$ cat src/rtl/markov_player_if.sv
// Round/choice handshake between the game core and the Markov opponent.
interface markov_player_if;
    logic       round_valid;
    logic [1:0] user_move;
    logic       ready;
    logic [1:0] choice;
    logic       choice_valid;
    logic       invalid_move;

    modport master (
        output round_valid, user_move,
        input  ready, choice, choice_valid, invalid_move
    );

    modport slave (
        input  round_valid, user_move,
        output ready, choice, choice_valid, invalid_move
    );
endinterface

$ cat src/rtl/markov_player.sv
// First-order Markov rock/paper/scissor opponent; plays the beater of the prediction.
// Optional MARKOV_RANDOM_TIE_EN: LFSR-driven tie-break among maximal row entries.
module markov_player #(
    parameter int          COUNT_W   = 4,
    parameter logic [7:0]  LFSR_SEED = 8'hA5
) (
    input  logic      clock,
    input  logic      reset,
    markov_player_if.slave bus
);
    typedef enum logic [1:0] {IDLE, UPDATE, PREDICT} state_t;

    state_t                    state;
    logic [8:0][COUNT_W-1:0]   tbl;
    logic [1:0]                prev_move;
    logic [1:0]                cur;
    logic                      have_prev;

    logic [3:0]                pbase;
    logic [3:0]                cbase;
    logic [3:0]                tgt;
    logic                      sat;
    logic [COUNT_W-1:0]        r0, r1, r2;
    logic [1:0]                pred;

    // Flat index of the first entry of a row: row * 3.
    function automatic logic [3:0] row_base(input logic [1:0] m);
        case (m)
            2'd0:    row_base = 4'd0;
            2'd1:    row_base = 4'd3;
            default: row_base = 4'd6;
        endcase
    endfunction

    function automatic logic [1:0] beater(input logic [1:0] m);
        case (m)
            2'b00:   beater = 2'b10;
            2'b01:   beater = 2'b00;
            default: beater = 2'b01;
        endcase
    endfunction

    assign pbase = row_base(prev_move);
    assign cbase = row_base(cur);
    assign tgt   = pbase + {2'b00, cur};
    assign sat   = (tbl[tgt] == {COUNT_W{1'b1}});
    assign r0    = tbl[cbase];
    assign r1    = tbl[cbase + 4'd1];
    assign r2    = tbl[cbase + 4'd2];

`ifdef MARKOV_RANDOM_TIE_EN
    logic [7:0]         lfsr;
    logic [COUNT_W-1:0] mx;
    logic [2:0]         tie;
    logic [1:0]         ntie;
    logic [1:0]         k;
    logic [1:0]         seen;

    always_ff @(posedge clock or negedge reset) begin
        if (!reset) begin
            lfsr <= LFSR_SEED;
        end else begin
            lfsr <= {lfsr[6:0], lfsr[7] ^ lfsr[5] ^ lfsr[4] ^ lfsr[3]};
        end
    end

    // Pick the k-th tied maximum in ascending encoding order.
    always_comb begin
        mx = r0;
        if (r1 > mx) mx = r1;
        if (r2 > mx) mx = r2;
        tie  = {r2 == mx, r1 == mx, r0 == mx};
        ntie = 2'({1'b0, tie[0]} + {1'b0, tie[1]} + {1'b0, tie[2]});
        k    = lfsr[1:0] % ntie;
        pred = 2'd0;
        seen = 2'd0;
        for (int j = 0; j < 3; j++) begin
            if (tie[j]) begin
                if (seen == k) pred = 2'(j);
                seen = seen + 2'd1;
            end
        end
    end
`else
    logic unused_seed;
    logic m0, m1, m2;

    assign unused_seed = ^LFSR_SEED;

    always_comb begin
        m0   = (r0 >= r1) && (r0 >= r2);
        m1   = !m0 && (r1 >= r2);
        m2   = !m0 && !m1;
        pred = 2'd0;
        unique case (1'b1)
            m0:      pred = 2'd0;
            m1:      pred = 2'd1;
            m2:      pred = 2'd2;
            default: pred = 2'd0;
        endcase
    end
`endif

    always_ff @(posedge clock or negedge reset) begin
        if (!reset) begin
            state            <= IDLE;
            tbl              <= '0;
            prev_move        <= 2'b00;
            cur              <= 2'b00;
            have_prev        <= 1'b0;
            bus.ready        <= 1'b1;
            bus.choice       <= 2'b00;
            bus.choice_valid <= 1'b0;
            bus.invalid_move <= 1'b0;
        end else begin
            bus.choice_valid <= 1'b0;
            bus.invalid_move <= 1'b0;
            unique case (state)
                IDLE: begin
                    if (bus.round_valid) begin
                        if (bus.user_move == 2'b11) begin
                            bus.invalid_move <= 1'b1;
                        end else begin
                            cur       <= bus.user_move;
                            state     <= UPDATE;
                            bus.ready <= 1'b0;
                        end
                    end
                end
                UPDATE: begin
                    // Saturation halves the whole row so relative odds survive.
                    if (have_prev) begin
                        for (int j = 0; j < 3; j++) begin
                            if (sat) begin
                                tbl[pbase + 4'(j)] <= (2'(j) == cur)
                                    ? (tbl[pbase + 4'(j)] >> 1) + COUNT_W'(1)
                                    : (tbl[pbase + 4'(j)] >> 1);
                            end else if (2'(j) == cur) begin
                                tbl[pbase + 4'(j)] <= tbl[pbase + 4'(j)] + COUNT_W'(1);
                            end
                        end
                    end
                    prev_move <= cur;
                    have_prev <= 1'b1;
                    state     <= PREDICT;
                end
                PREDICT: begin
                    bus.choice       <= beater(pred);
                    bus.choice_valid <= 1'b1;
                    bus.ready        <= 1'b1;
                    state            <= IDLE;
                end
                default: state <= IDLE;
            endcase
        end
    end
endmodule
$ cat src/flat_wrapper.sv
// flat-port wrapper written by rule: the top's interface ports become plain ports
module markov_player_flat 
#(
    parameter int          COUNT_W   = 4,
    parameter logic [7:0]  LFSR_SEED = 8'hA5
)
  (clock, reset, bus_round_valid, bus_user_move, bus_ready, bus_choice, bus_choice_valid, bus_invalid_move);
  markov_player_if bus_i ();
  input  logic clock;
  input  logic reset;
  input wire logic [$bits(bus_i.round_valid)-1:0] bus_round_valid;
  input wire logic [$bits(bus_i.user_move)-1:0] bus_user_move;
  output wire logic [$bits(bus_i.ready)-1:0] bus_ready;
  output wire logic [$bits(bus_i.choice)-1:0] bus_choice;
  output wire logic [$bits(bus_i.choice_valid)-1:0] bus_choice_valid;
  output wire logic [$bits(bus_i.invalid_move)-1:0] bus_invalid_move;
  assign bus_i.round_valid = bus_round_valid;
  assign bus_i.user_move = bus_user_move;
  assign bus_ready = bus_i.ready;
  assign bus_choice = bus_i.choice;
  assign bus_choice_valid = bus_i.choice_valid;
  assign bus_invalid_move = bus_i.invalid_move;
  markov_player #(.COUNT_W(COUNT_W), .LFSR_SEED(LFSR_SEED)) u_core (.clock(clock), .reset(reset), .bus(bus_i));
endmodule
$ cat config.mk
export PLATFORM = sky130hd
export DESIGN_NAME = markov_player_flat
export DESIGN_NICKNAME = d
export VERILOG_FILES = /design/src/rtl/markov_player_if.sv /design/src/rtl/markov_player.sv /design/src/flat_wrapper.sv
export SDC_FILE = /design/constraint.sdc
export NUM_CORES = 1
export LEC_CHECK = 0
export CORE_ASPECT_RATIO = 1.1
export CORE_MARGIN = 1
export CORE_UTILIZATION = 60
export DETAILED_ROUTE_END_ITERATION = 16
export PLACE_DENSITY = 0.83
export SYNTH_ARGS = -nofsm -noshare
export SYNTH_HDL_FRONTEND = slang
export SYNTH_SLANG_ARGS = --single-unit
export TNS_END_PERCENT = 10
$ cat constraint.sdc
create_clock -name clock -period 11.2 [get_ports clock]
set_input_delay 2.24 -clock clock [delete_from_list [all_inputs] [get_ports clock]]
set_output_delay 2.24 -clock clock [all_outputs]
set_load 0.03 [all_outputs]
# Yosys cells after proc, flatten, opt, wreduce, memory -nomap -nowiden
# Index checks and enable logic that the tools add are counted.
totals:
  register_bits: 48
  input_bits: 5
  output_inout_bits: 5
  word_cells: 123
op_classes:
  n_addsub: 11
  magnitude_cmp: 13
  n_eq_ne: 11
  n_mux: 53
  n_bitwise: 1
  reduce_logical: 17
ops:
  columns: ["cell", "count"]
  rows:
  - ["$mux 36", 10]
  - ["$bwmux 36", 6]
  - ["$bmux 4 s4", 7]
  - ["$mux 4", 13]
  - ["$demux 4 s4", 3]
  - ["$lt 4x5->1 const B", 6]
  - ["$add 3x1->4 const B", 4]
  - ["$add 4x1->4 const B", 4]
  - ["$ge 4x1->1 const B", 3]
  - ["$ge 4x4->1", 3]
  - ["$pmux 2 s2", 3]
  - ["$pmux 3 s2", 2]
  - ["$eq 2x1->1 const B", 4]
  - ["$logic_not 2->1", 4]
  - ["$logic_and 1x1->1", 6]
  - ["$mux 1", 6]
  - ["$reduce_and 3->1", 2]
  - ["$lt 3x5->1 const B", 1]
  - ["$add 3x2->4", 1]
  - ["$add 3x2->4 const B", 1]
  - ["$add 4x2->4 const B", 1]
  - ["$eq 2x2->1 const B", 2]
  - ["$eq 4x4->1 const B", 1]
  - ["$mux 2", 2]
  - ["other kinds (8)", 11]

# Logic depth before layout (Yosys ltp)
depth:
  depth_word: 19
  mapped_depth: 17
  depth_no_buf: 11

# Least setup slack after synthesis
# OpenSTA, ideal clock, no wires.
synth_timing:
  kind: "register -> register"
  start: "register u_core.cur[0]"
  end: "register u_core.tbl[20] in the netlist's numbering"
  setup_time_ns: 0.131
  arrival_ns: 3.713
  required_time_ns: 11.069
  path_slack_ns: 7.356
  path_stages_with_launch: 15
  path_buffers: 5
  period_less_slack_ns: 3.844
  path_cell_list: "dfrtp_1 > clkbuf_1 > buf_1 > and2_1 > fa_1 > clkbuf_1 > buf_2 > mux2i_1 > mux2i_1 > a221oi_1 > a21oi_2 > and2_1 > buf_6 > a41o_1 > or3_1"
synth_via:
  elab_chain_len: 15
  word_cells_on_any_way: 25
  classes_between: "add/sub: 1; eq/ne: 3; mux: 20; reduce/logical: 1"
synth_rtl:
  columns: ["element", "line_no", "source"]
  rows:
  - ["from (decl)", "markov_player.sv:16", "logic [1:0] cur;"]
  - ["from (signal assigned)", "markov_player.sv:124", "cur <= bus.user_move;"]
  - ["$add 3x2->4", "markov_player.sv:45", "assign tgt = pbase + {2'b00, cur};"]
  - ["$bmux 4 s4", "markov_player.sv:46", "assign sat = (tbl[tgt] == {COUNT_W{1'b1}});"]
  - ["$mux 4 (implied by the code)", "markov_player.sv:46", null]
  - ["$eq 4x4->1", "markov_player.sv:46", null]
  - ["$mux 36", "markov_player.sv:134", "if (sat) begin"]
  - ["$mux 36", "markov_player.sv:132", "if (have_prev) begin"]
  - ["$mux 36", "markov_player.sv:118", "unique case (state)"]
  - ["$bwmux 36", "markov_player.sv:139", "tbl[pbase + 4'(j)] <= tbl[pbase + 4'(j)] + COUNT_W'(1);"]
  - ["$mux 36", "markov_player.sv:138", "end else if (2'(j) == cur) begin"]
  - ["$mux 36", "markov_player.sv:134", null]
  - ["$mux 36", "markov_player.sv:132", null]
  - ["$mux 36", "markov_player.sv:118", null]
  - ["$bwmux 36", "markov_player.sv:139", null]
  - ["$mux 36", "markov_player.sv:138", null]
  - ["$mux 36 (*)", "markov_player.sv:134", null]
  - ["to (signal, indexed assignment)", "markov_player.sv:135", "tbl[pbase + 4'(j)] <= (2'(j) == cur)"]
  - ["to (signal, indexed assignment)", "markov_player.sv:139", null]
  - ["to (decl)", "markov_player.sv:14", "logic [8:0][COUNT_W-1:0] tbl;"]
# Mark *: on every way between the ends. The rest lies on a longest branch, timed or not. The select of a mux whose other input is x is not followed.
# A chain may end at the register's enable or synchronous reset.

# Final worst setup path
layout_timing:
  start: "register u_core.prev_move[0]"
  end: "register u_core.tbl[25] in the netlist's numbering"
layout_via:
  elab_chain_len: 19
  word_cells_on_any_way: 55
  classes_between: "add/sub: 9; order compare: 6; eq/ne: 2; mux: 34; reduce/logical: 4"
layout_rtl:
  columns: ["element", "line_no", "source"]
  rows:
  - ["from (decl)", "markov_player.sv:15", "logic [1:0] prev_move;"]
  - ["from (signal assigned)", "markov_player.sv:143", "prev_move <= cur;"]
  - ["$eq 2x1->1 or $logic_not 2->1 (tied branches)", "markov_player.sv:28", "case (m)"]
  - ["$pmux 3 s2 (*)", "markov_player.sv:28", null]
  - ["branches (longest 16 deep; another with $add 4x1->4)", null, null]
  - ["$mux 36 (*)", "markov_player.sv:134", null]
# Every way passes the cells marked *. The select of a mux whose other input is x is not followed.

==> summary.txt <==
Status
  • Status: finished, final reports clean

Global routing
  • GRT Overall Usage: about a third
  • Largest net degree at the start of global routing: 49
  • Total global routing overflow: 0
  • Initial antenna violation count: 0
  • First-pass GRT wire length: around 18000 um
  • Number of global-route vias before repair: between 3000 and 4000

Synthesis
  • Top cell type by total area after synthesis: dfrtp_1
  • Simple-gate share of the synthesized area: between 20% and 30%
  • Async S/R FF share, synth: 100.0%
  • Yosys cell types: 60
  • Sequential fraction of the synthesis area: 29.20%
  • Largest family of logic cells by synthesized area: simple AND/OR/NAND/NOR gates
  • EDFF count, synth: 0
  • Top FF cell, synth: dfrtp_1
  • Syn. warnings: 0
  • Post-synth top area share: between 20% and 30%
  • Netlist Area Pre-Place: approximately 4100 um^2
  • Compound-Gate Fraction of Synth Area: roughly 23%
  • Proportion of synthesized area in mux cells: 10.94%
  • Largest cells by area after synthesis: dfrtp_1 (29%), mux2i_1 (9.5%), ha_1 (5.8%), nand2_1 (5.6%), a21oi_1 (4.4%)
  • Post-synthesis area per instance: between 8 and 9 um^2
  • Mapped Cells: 500
  • XOR/XNOR share of the synthesized area: under 10%
  • Post-Synth Adder-Cell Area: between 6 and 7%
  • Yosys reg bits: 48
  • Net Count, Synth: between 500 and 600

Clock network
  • Clock sink count: 48
  • Worst-Skew Late Latency: approximately 0.31 ns
  • Post-CTS setup buffers: 0
  • CTS tree: done
  • CTS-repair resized insts: 0
  • Maximum level of the CTS H-tree: 2
  • Clock root buffer: clkbuf_8
  • # hold bufs at CTS: 0
  • Num CTS Buffers: 5
  • Worst-path clk slew: roughly 0.090 ns
  • Worst-case clock buffer depth: 2

Power
  • Flop pwr share: slightly above 30%
  • Switching Share: roughly 49%
  • Power per cell area: approximately 230 nW/um^2
  • Clock network fraction of total power: 10.7%
  • Switching power: 495.4 uW
  • Power share of the combinational group: between 50 and 60%
  • Internal power: 512.0 uW
  • Worst vdd ir: 0.0001168 V
  • Leakage power: roughly 1.9 nW

Critical path
  • Crit path max fanout: 26
  • CP cell instances: nor2_1, inv_1, fa_1, mux2i_1, and3b_1, o21ai_0, nand3_1, nand2_1, buf_4, o21ai_0, a221o_1
  • Critical path arrival: around 4.9 ns
  • Crit end category: register
  • Critical path class: reg -> reg
  • Cell mode on critical path: o21ai_0
  • CP max-delay cell: fa_1
  • Worst path bufs/invs: 2
  • Required @ worst endpoint: 11.39 ns
  • CP peak stage delay: between 0.9 and 1 ns
  • Critical Path Start Type: register
  • Critical path's top delay family: simple AND/OR/NAND/NOR gates

Timing
  • Clock Skew: about 0.010 ns
  • RSZ-0062 raised after global routing: no
  • Fmax: 211.7 MHz
  • Max Slew Vio Count: 0
  • Final hold violations: 0
  • Setup TNS: 0 ns
  • Final Setup Violations: 0
  • Minimum clock period: between 4 and 5 ns
  • Least-Margin Pin Slew: around 0.97 ns
  • Relative slew margins: a little over a third
  • Tcrit/Tclk final: between 40% and 50%

Layout
  • Sequential cell area: ~1200 um^2
  • Post-layout nets: 516
  • Share of cells above drive strength 1: a little under 6%
  • Most frequent cells in the layout: nand2_1 (61), dfrtp_1 (47), nor2_1 (41), mux2i_1 (39), a21oi_1 (36)
  • Fillcell total: ~580
  • Multi-input logic area: roughly 2700 um^2
  • Antenna diodes: 0
  • Area delta synth->final: 4.406%
  • Commonest non-fill, non-tap cell in the layout: nand2_1
  • Final std cells w/o fill: between 500 and 600

Die
  • Die H: 88.89 um
  • Chip Width: between 80 and 90 um
  • Top Ports: 10
  • Initial Utilization: 62.45%
  • Placeable Area: between 6000 and 7000 um^2
  • DIE AREA: 7198 um^2
  • Rows: 31

Detailed routing
  • Post-route ant nets: 0
  • Pre-antenna DRT Iters: 6
  • Post-Route WL: approximately 12000 um
  • DR vias: between 3000 and 4000
  • WL/cell: a little over 20 um
  • Via density: 6.864
  • DR DRC count: 0
  • Iteration-0 DRC count of the detailed router: 502

Worst hold path
  • HP Class: reg -> reg

Job
  • Max cap viols: 0

Placed design
  • Hpwl dp: about 8300 um
  • I/O Buffers: 9
  • GPL Wtd Cong: 0.9989
  • Placed cell count: between 500 and 600
tightest hold or removal path, delay by kind of cell, from the launching register on:
family           cells  cell delay (ns)
flip-flops           1             0.38
AND/OR/NAND/NOR      2             0.10
power groups by stage:
stage | sequential (mW) | clock, mW | combinational [mW]
global route | 0.316 | 0.114 | 0.649
finish | 0.312 | 0.108 | 0.587
global placement | 0.308 | 0 | 0.562
detailed placement | 0.310 | 0 | 0.577
CTS | 0.306 | 0.109 | 0.582
floorplan | 0.281 | 0 | 0.458
per-layer routing:
metal  global-route usage (%)  wire length, um  up-vias
li1                         -                -     1819
met1                    46.27             4580     1850
met2                    54.77             5305      233
met3                    5.567             1277       38
met4                    13.31              400        0
met5                        0                0        -
final timing paths:
kind	endpoint	slack [ns]	startpoint	cells after the start
worst max-delay path	u_core.tbl[25]	6.48	u_core.prev_move[0]	11
worst min-delay path	u_core.bus.ready	0.47	u_core.bus.ready	2
worst max register to register	u_core.tbl[25]	6.48	u_core.prev_move[0]	11
worst min register to register	u_core.bus.ready	0.47	u_core.bus.ready	2
max in group asynchronous	u_core.tbl[7]	8.73	reset	2
min in group asynchronous	u_core.bus.choice[0]	2.03	reset	2
per-stage QoR:
stage	hold WS [ns]	setup WS, ns	instance area [um^2]	utilization (%)	total power, mW
finish	0.4670	6.477	4299	65.20	1.007
global placement	0.4455	6.776	4210	63.85	0.8699
floorplan	0.4628	7.356	4118	-	0.7393
CTS	0.4693	6.594	4299	65.20	0.9977
global route	0.4837	6.159	4299	65.20	1.079
detailed placement	0.4556	6.638	4210	63.85	0.8867
synth_stat cells, types with 2 or more instances:
master     number
xor2_1          3
buf_1           4
nand2_1        61
o21a_1          6
a2111oi_1       4
and3b_1         4
and3_1          3
nor3b_1         2
ha_1           19
a31oi_1         4
mux4_2          2
xnor2_1         8
a221o_1         4
o2111ai_1       2
inv_1          14
nor3_1         30
a21oi_1        36
buf_2           7
o32ai_1         6
a21o_1         11
and2_1          3
clkbuf_1       18
nand2b_1       12
o21ai_0        23
dfrtp_1        47
or3_1           7
nor2b_1         3
nand3_1        23
mux2i_1        39
nor2_1         41
nor4_1          4
a211o_1        20
a2111oi_2       2
buf_6           2
registers in the layout, indices dropped and copies added (netlist names):
register and cells:
u_core.bus.choice_valid 1, u_core.bus.ready 1, u_core.bus.invalid_move 1, u_core.prev_move 2
u_core.bus.choice 2, u_core.tbl 36, u_core.state 2, u_core.have_prev 1
u_core.cur 2
kinds of logic after synthesis:
kind of cell    Yosys count
mux                      42
flops                    48
compound gates          133
fa+ha+maj                20
xor+xnor                 12
simple gates            199
buf+inv                  46
area by class of cell:
type	count	area share, %
clock buffers	6	1.688
clock inverters	2	0.3783
inverters	14	1.222
multi-input cells	406	63.15
flip-flops and latches	48	27.97
well taps	82	2.386
repair buffers	16	3.201
No activity file was read; power rests on OpenSTA's default activity.
